## src/rtl/clk_divider_multi_if.sv

```systemverilog
// rtl/clk_divider_multi_if.sv - divisor write port and pending-status bundle
interface clk_divider_multi_if #(
  parameter int N_CH  = 4,
  parameter int WIDTH = 24,
  parameter int CH_W  = (N_CH > 1) ? $clog2(N_CH) : 1
);
  logic              wr_en;
  logic [CH_W-1:0]   wr_ch;
  logic [WIDTH-1:0]  wr_data;
  logic [N_CH-1:0]   pend;

  modport master (output wr_en, output wr_ch, output wr_data, input pend);
  modport slave  (input wr_en, input wr_ch, input wr_data, output pend);
endinterface

```

## src/rtl/clk_divider_multi.sv

```systemverilog
// rtl/clk_divider_multi.sv - multi-channel programmable clock/tick divider
module clk_divider_multi #(
  parameter int N_CH        = 4,
  parameter int WIDTH       = 24,
  parameter int DEFAULT_DIV = 5999999
) (
  input  logic                  clk,
  input  logic                  rst_n,
  input  logic [N_CH-1:0]       en,
  input  logic                  sync,
  clk_divider_multi_if.slave    wr,
  output logic [N_CH-1:0]       clk_out,
  output logic [N_CH-1:0]       tick
);

  localparam logic [WIDTH-1:0] DEF_DIV = WIDTH'(DEFAULT_DIV);

  logic [N_CH-1:0] pend;
  assign wr.pend = pend;

  genvar i;
  generate
    for (i = 0; i < N_CH; i++) begin : g_ch
      logic [WIDTH-1:0] cnt;
      logic [WIDTH-1:0] act;
      logic [WIDTH-1:0] shd;
      logic             pend_r;
      logic             clk_r;
      logic             tick_r;
      logic             wr_hit;
      logic             tc;

      // Index compared at full width so out-of-range indices never alias a channel.
      assign wr_hit = wr.wr_en && (32'(wr.wr_ch) == i);
      assign tc     = (cnt == act);

      // Per-channel divider: disable beats sync beats terminal count; act only changes while cnt restarts at 0.
      always_ff @(posedge clk or negedge rst_n) begin
        if (!rst_n) begin
          cnt    <= '0;
          act    <= DEF_DIV;
          shd    <= DEF_DIV;
          pend_r <= 1'b0;
          clk_r  <= 1'b0;
          tick_r <= 1'b0;
        end else if (!en[i]) begin
          cnt    <= '0;
          clk_r  <= 1'b0;
          tick_r <= 1'b0;
          pend_r <= 1'b0;
          if (wr_hit) begin
            act <= wr.wr_data;
            shd <= wr.wr_data;
          end else begin
            act <= shd;
          end
        end else if (sync) begin
          cnt    <= '0;
          clk_r  <= 1'b0;
          tick_r <= 1'b0;
          if (wr_hit) begin
            shd    <= wr.wr_data;
            pend_r <= 1'b1;
          end
        end else if (tc) begin
          cnt    <= '0;
          tick_r <= 1'b1;
          clk_r  <= ~clk_r;
          pend_r <= 1'b0;
          if (wr_hit) begin
            act <= wr.wr_data;
            shd <= wr.wr_data;
          end else if (pend_r) begin
            act <= shd;
          end
        end else begin
          cnt    <= cnt + 1'b1;
          tick_r <= 1'b0;
          if (wr_hit) begin
            shd    <= wr.wr_data;
            pend_r <= 1'b1;
          end
        end
      end

      assign clk_out[i] = clk_r;
      assign tick[i]    = tick_r;
      assign pend[i]    = pend_r;
    end
  endgenerate

endmodule

```

## src/flat_wrapper.sv

```systemverilog
// flat-port wrapper written by rule: the top's interface ports become plain ports
module clk_divider_multi_flat 
#(
  parameter int N_CH        = 4,
  parameter int WIDTH       = 24,
  parameter int DEFAULT_DIV = 5999999
)
  (clk, rst_n, en, sync, clk_out, tick, wr_wr_en, wr_wr_ch, wr_wr_data, wr_pend);
  clk_divider_multi_if #(.N_CH(N_CH), .WIDTH(WIDTH), .CH_W(3)) wr_i ();
  input  logic clk;
  input  logic rst_n;
  input  logic [N_CH-1:0] en;
  input  logic sync;
  output logic [N_CH-1:0] clk_out;
  output logic [N_CH-1:0] tick;
  input wire logic [$bits(wr_i.wr_en)-1:0] wr_wr_en;
  input wire logic [$bits(wr_i.wr_ch)-1:0] wr_wr_ch;
  input wire logic [$bits(wr_i.wr_data)-1:0] wr_wr_data;
  output wire logic [$bits(wr_i.pend)-1:0] wr_pend;
  assign wr_i.wr_en = wr_wr_en;
  assign wr_i.wr_ch = wr_wr_ch;
  assign wr_i.wr_data = wr_wr_data;
  assign wr_pend = wr_i.pend;
  clk_divider_multi #(.N_CH(N_CH), .WIDTH(WIDTH), .DEFAULT_DIV(DEFAULT_DIV)) u_core (.clk(clk), .rst_n(rst_n), .en(en), .sync(sync), .wr(wr_i), .clk_out(clk_out), .tick(tick));
endmodule
```

## config.mk

```make
export PLATFORM = sky130hd
export DESIGN_NAME = clk_divider_multi_flat
export DESIGN_NICKNAME = d
export VERILOG_FILES = /design/src/rtl/clk_divider_multi_if.sv /design/src/rtl/clk_divider_multi.sv /design/src/flat_wrapper.sv
export SDC_FILE = /design/constraint.sdc
export NUM_CORES = 1
export LEC_CHECK = 0
export BUFFER_PORTS_ARGS = -buffer_cell sky130_fd_sc_hd__buf_2
export CAP_MARGIN = 0
export CORE_ASPECT_RATIO = 0.9
export CORE_MARGIN = 5
export CORE_UTILIZATION = 30
export CTS_CLUSTER_DIAMETER = 120
export DETAILED_ROUTE_END_ITERATION = 12
export HOLD_SLACK_MARGIN = 0.02
export SLEW_MARGIN = 0
export SYNTH_ARGS = -nofsm -noshare
export SYNTH_HDL_FRONTEND = slang
export SYNTH_SLANG_ARGS = --single-unit
```

## constraint.sdc

```tcl
create_clock -name clk -period 2.2 [get_ports clk]
set_input_delay 0.33 -clock clk [delete_from_list [all_inputs] [get_ports clk]]
set_output_delay 0.33 -clock clk [all_outputs]
set_load 0.01 [all_outputs]
```

== Word level (Yosys, flattened, before mapping) ==
Index checks and enable logic that the tools add are counted.

* Register bits after elaboration: 300
* Logic and storage cells: 140
* Output and inout port bits: 12

* Bitwise operators: 4
* $add $sub $neg: 4
* Equality and inequality tests: 23
* Multiplexer cells: 76
* Reduce and logical (&&, ||, !) cells: 9

{| class="wikitable"
|+ Operators with widths
! kind !! number
|-
| 24-bit 2-to-1 mux || 36
|-
| 24-bit by 1-bit adder with 24-bit output, second input constant || 4
|-
| 24-bit equality test || 4
|-
| 1-bit 2-to-1 mux || 40
|-
| 3-bit by 1-bit inequality test with 1-bit output, second input constant || 8
|-
| 3-bit AND reduction || 4
|-
| 2-bit by 1-bit inequality test with 1-bit output, second input constant || 4
|-
| 2-bit inequality test, second input constant || 4
|-
| 3-bit by 2-bit equality test with 1-bit output, second input constant || 2
|-
| 1-bit logical AND || 4
|-
| 1-bit inverter || 4
|-
| 3-bit by 1-bit equality test with 1-bit output, second input constant || 1
|-
| 3-bit logical NOT || 1
|}

== Longest topological paths before layout ==
* Word-level depth: 6
* Gate-level depth with buffers: 7

== Worst setup path after synthesis ==
Ideal clock, no wire load.

* Path type: reg2reg
* Start point: reg u_core.g_ch[3].cnt[4]
* End point: reg u_core.g_ch[3].act[12]
* Path slack: -0.030 ns
* Required time: 2.075 ns
* Period minus slack after synthesis: 2.230 ns
* Cell stages (with the launch flop): 8
* Buffers on the path: 2
* Arrival: 2.105 ns
* Cells stage by stage: dfrtp_1 -> buf_6 -> xor2_1 -> nor4_2 -> nand4_2 -> o41ai_4 -> buf_6 -> mux2_4

* Word-level cells in the longest chain between the ends: 3

{| class="wikitable"
|+ Ends and longest elaborated chain
! item !! line !! source
|-
| start, declared || clk_divider_multi.sv:24 || <nowiki>logic [WIDTH-1:0] cnt;</nowiki>
|-
| start signal, assigned || clk_divider_multi.sv:77 || <nowiki>cnt <= cnt + 1'b1;</nowiki>
|-
| 24-bit equality test || clk_divider_multi.sv:35 || <nowiki>assign tc = (cnt == act);</nowiki>
|-
| 2-bit by 1-bit inequality test with 1-bit output (no source line) || n/a ||
|-
| 3-bit AND reduction (no source line) || n/a ||
|-
| end signal, assigned || clk_divider_multi.sv:52 || <nowiki>act <= wr.wr_data;</nowiki>
|-
| end signal, assigned || clk_divider_multi.sv:71 || <nowiki>act <= wr.wr_data;</nowiki>
|-
| end, declared || clk_divider_multi.sv:25 || <nowiki>logic [WIDTH-1:0] act;</nowiki>
|}

No other way between the ends.
A chain may end at the register's enable or synchronous reset.

== Worst setup path after layout ==
* Start point: reg u_core.g_ch[1].act[3]
* End point: reg u_core.g_ch[1].act[21]

* Word-level cells in the longest chain between the ends: 3

{| class="wikitable"
|+ Ends and longest elaborated chain
! item !! line
|-
| start, declared || clk_divider_multi.sv:25
|-
| start signal, assigned || clk_divider_multi.sv:52
|-
| start signal, assigned || clk_divider_multi.sv:71
|-
| 24-bit equality test || clk_divider_multi.sv:35
|-
| 2-bit by 1-bit inequality test with 1-bit output (no source line) || n/a
|-
| 3-bit AND reduction (no source line) || n/a
|}

No other way between the ends.

==> run summary <==
Final setup margin -> -0.09232 ns
CTS buffer count -> 30
Startpoint class of the critical path -> register
ANT nets after route -> 0
Tightest Pin Transition -> 0.5551 ns
Maximum clock path buffer count -> 3
Distinct cells, synth -> 37
Critical path type -> reg -> reg
Sw power -> 3695 uW
Minimum clock period -> 2.292 ns
I/O pin cnt -> 47
Fmax -> 436.2 MHz
Routed wire length -> 32140 um
Internal power -> 11370 uW
Via density -> 4.530
Clock Power Share -> 36.4%
DRC -> 0
Critical Path RT -> 2.64 ns
DIE AREA -> 49780 um2
Router iterations before antenna repair -> 5
Most numerous cell in the Yosys netlist -> dfrtp_1
Wire length per cell -> 17.24 um
Ys Warns -> 0
Max-cap viol count -> 0
Skew final -> 0.01180 ns
Clk Latency, worst-skew pair -> 0.56 ns
Worst Setup EP -> u_core.g_ch[1].act[21]
R2R setup slack -> -0.09 ns
Core area -> 45180 um2
Largest net degree at the start of global routing -> 65
R2R depth -> 7
Initial Utilization -> 30.15%
Fin Setup TNS -> -1.625 ns
Multi-input logic area -> 5964 um2
VDD IR max -> 0.0006948 V
Reg power frac -> 48.5%
DP HPWL -> 22070 um
RR Startpoint -> u_core.g_ch[1].act[3]
Ys flop type -> dfrtp_1
Layout area overhead -> 25.32%
Height of the die -> 212.2 um
Grt total ovfl -> 0
Final Max Slew Viols -> 0
Syn Inst Count -> 1057
Share of the synthesized area in the top cell type -> 31.59%
R2r endpoint -> u_core.g_ch[1].act[21]
Root Buffer -> clkbuf_16
Initial antenna violation count -> 6
Final net count -> 1270
Worst relative slew slack -> 63.00%
Leak -> 0.007626 uW
Synthesized flop and latch total -> 300
Row count -> 74
Setup Viol. Count Final -> 60
Pwr dens -> 882.5 nW/um2
Violated checks -> setup timing
Ys async rst share -> 100.0%
Share of post-route cells with drive strength above 1 -> 46.93%
Filler instances -> 4332
Hold Crit Class -> in -> reg
FF/Latch Area -> 7667 um2
CTS tree -> built
Period utilization -> 104.2%
Die W -> 234.6 um
Net Count, Synth -> 1096
Sequential-to-total area share from yosys stat -> 56.28%
Syn Std Cell Area -> 13620 um2
Fin. Hold Viols -> 0
Area leader, netlist -> dfrtp_1
RSZ-0062 raised after global routing -> true
Iter 0 DRT Violations -> 428
Comb pwr share -> 15.2%
Worst Setup SP -> u_core.g_ch[1].act[3]
Worst slack, placed -> -0.1732 ns
Number of synthesized flops with an enable pin -> 0
H-tree levels -> 1
Syn_area_per_cell -> 12.89 um2
Vias in the first global route -> 8699
Clock-pin slew on the worst setup and hold paths -> 0.07 ns
Commonest cells post-synth -> dfrtp_1 (172), mux2_2 (170), xor2_1 (140)
First-pass GRT wire length -> 50380 um
CP endpoint kind -> register
Ranking of synthesized cells by area -> dfrtp_1 (32%), dfstp_2 (25%), mux2_2 (14%)
Total GRT Usage -> 12.61%
CTS sink cnt -> 300
Switching Share -> 24.53%
Critical path fanouts, max -> 6
Vias -> 8444
Port bufs -> 46
CP arrival -> 2.73 ns
Placer Congestion -> 0.7781
Outcome -> finished, violations left
power groups by stage:
stage	clock, uW	combinational [uW]	sequential (uW)
2_1_floorplan	0	1400	7200
3_3_place_gp	0	1920	7350
3_5_place_dp	0	1970	7390
4_1_cts	5640	2190	7310
5_1_grt	5860	2470	7400
6_report	5480	2280	7310
how the worst min path moves through the flow:
stage          startpoint                endpoint  slack, ns  depth (start not counted)
2_1_floorplan       rst_n  u_core.g_ch[0].act[12]       0.03                          0
3_3_place_gp        rst_n  u_core.g_ch[3].act[13]       0.33                          1
3_5_place_dp        rst_n  u_core.g_ch[3].act[13]       0.33                          1
4_1_cts             en[1]   u_core.g_ch[1].pend_r       0.02                          2
5_1_grt             en[1]   u_core.g_ch[1].pend_r       0.04                          2
6_report            en[1]   u_core.g_ch[1].pend_r       0.05                          2
per-stage QoR:
stage	hold slack (ns)	std cells	total power [uW]	cell area (um2)	utilization [%]
global placement	0.3284	1789	9276	15420	34.14
finish	0.05035	1864	15070	17070	37.79
floorplan	0.03441	1057	8597	13620	-
CTS	0.02229	1858	15130	16900	37.39
detailed placement	0.3298	1789	9354	15420	34.14
global route	0.04096	1863	15730	17070	37.78
per-layer routing:
metal,track usage (%),vias to the layer above,wire length [um]
met5,0,-,0
met4,2.315,0,571
met3,2.244,41,1323
met2,19.39,140,14080
met1,18.92,4284,16160
li1,-,3979,-
logic make-up after synthesis:
group	after synthesis	synth area share, %
multiplexers	196	16.71
AND/OR/NAND/NOR	306	11.30
XOR/XNOR	184	11.83
AO/OA/AOI/OAI	12	1.249
adder cells (fa/ha/maj)	4	0.3674
flip-flops	300	56.28
buffers and inverters	55	2.268
state kept, by name, summed over array words and instances (netlist names):
register            cells
u_core.g_ch.act        96
u_core.g_ch.cnt        96
u_core.g_ch.clk_r       4
u_core.g_ch.shd        96
u_core.g_ch.pend_r      4
u_core.g_ch.tick_r      4
placed cells by master (no fill, tap or decap), drive strengths merged:
cell	Yosys	layout
a31oi	1	1
and2	1	1
and3	17	17
and3b	2	2
and4	11	11
buf	27	185
bufinv	0	3
clkbuf	19	44
clkinv	0	8
clkinvlp	0	2
dfrtp	172	172
dfstp	128	128
diode	0	1
dlygate4sd3	0	1
ha	4	4
inv	9	10
mux2	192	192
mux2i	4	4
nand2	39	39
nand2b	4	4
nand3	33	33
nand4	23	23
nor2	107	107
nor2b	10	10
nor3	22	22
nor3b	2	2
nor4	30	30
o21ai	4	4
o221a	3	3
o41ai	4	4
or2	4	4
or3	1	1
xnor2	44	44
xor2	140	140
repair_timing:
item	4_1_cts	5_1_grt
pin swaps	5	2
cloned	4	2
setup endpoints to repair	87	122
hold buffers	1	0
gates resized for setup	60	27
buffers inserted	8	3
hold endpoints to repair	22	0
critical path, stage by stage (launching register included):
cell       delay, ns
dfstp_2         0.56
xor2_2          0.07
nor4_2          0.33
nand2_1         0.16
o41ai_4         0.38
buf_4           0.20
clkbuf_16       0.16
mux2_4          0.30
area by class of cell:
| type | instances | area share (%) |
|---|---|---|
| antenna | 1 | 0.01466 |
| clock buffer | 42 | 5.394 |
| clock inverter | 14 | 0.9087 |
| inverter | 9 | 0.1979 |
| multi-input combinational | 702 | 34.93 |
| sequential | 300 | 44.91 |
| tap | 608 | 4.456 |
| timing repair buffer | 188 | 9.189 |
No activity file was read; power rests on OpenSTA's default activity.
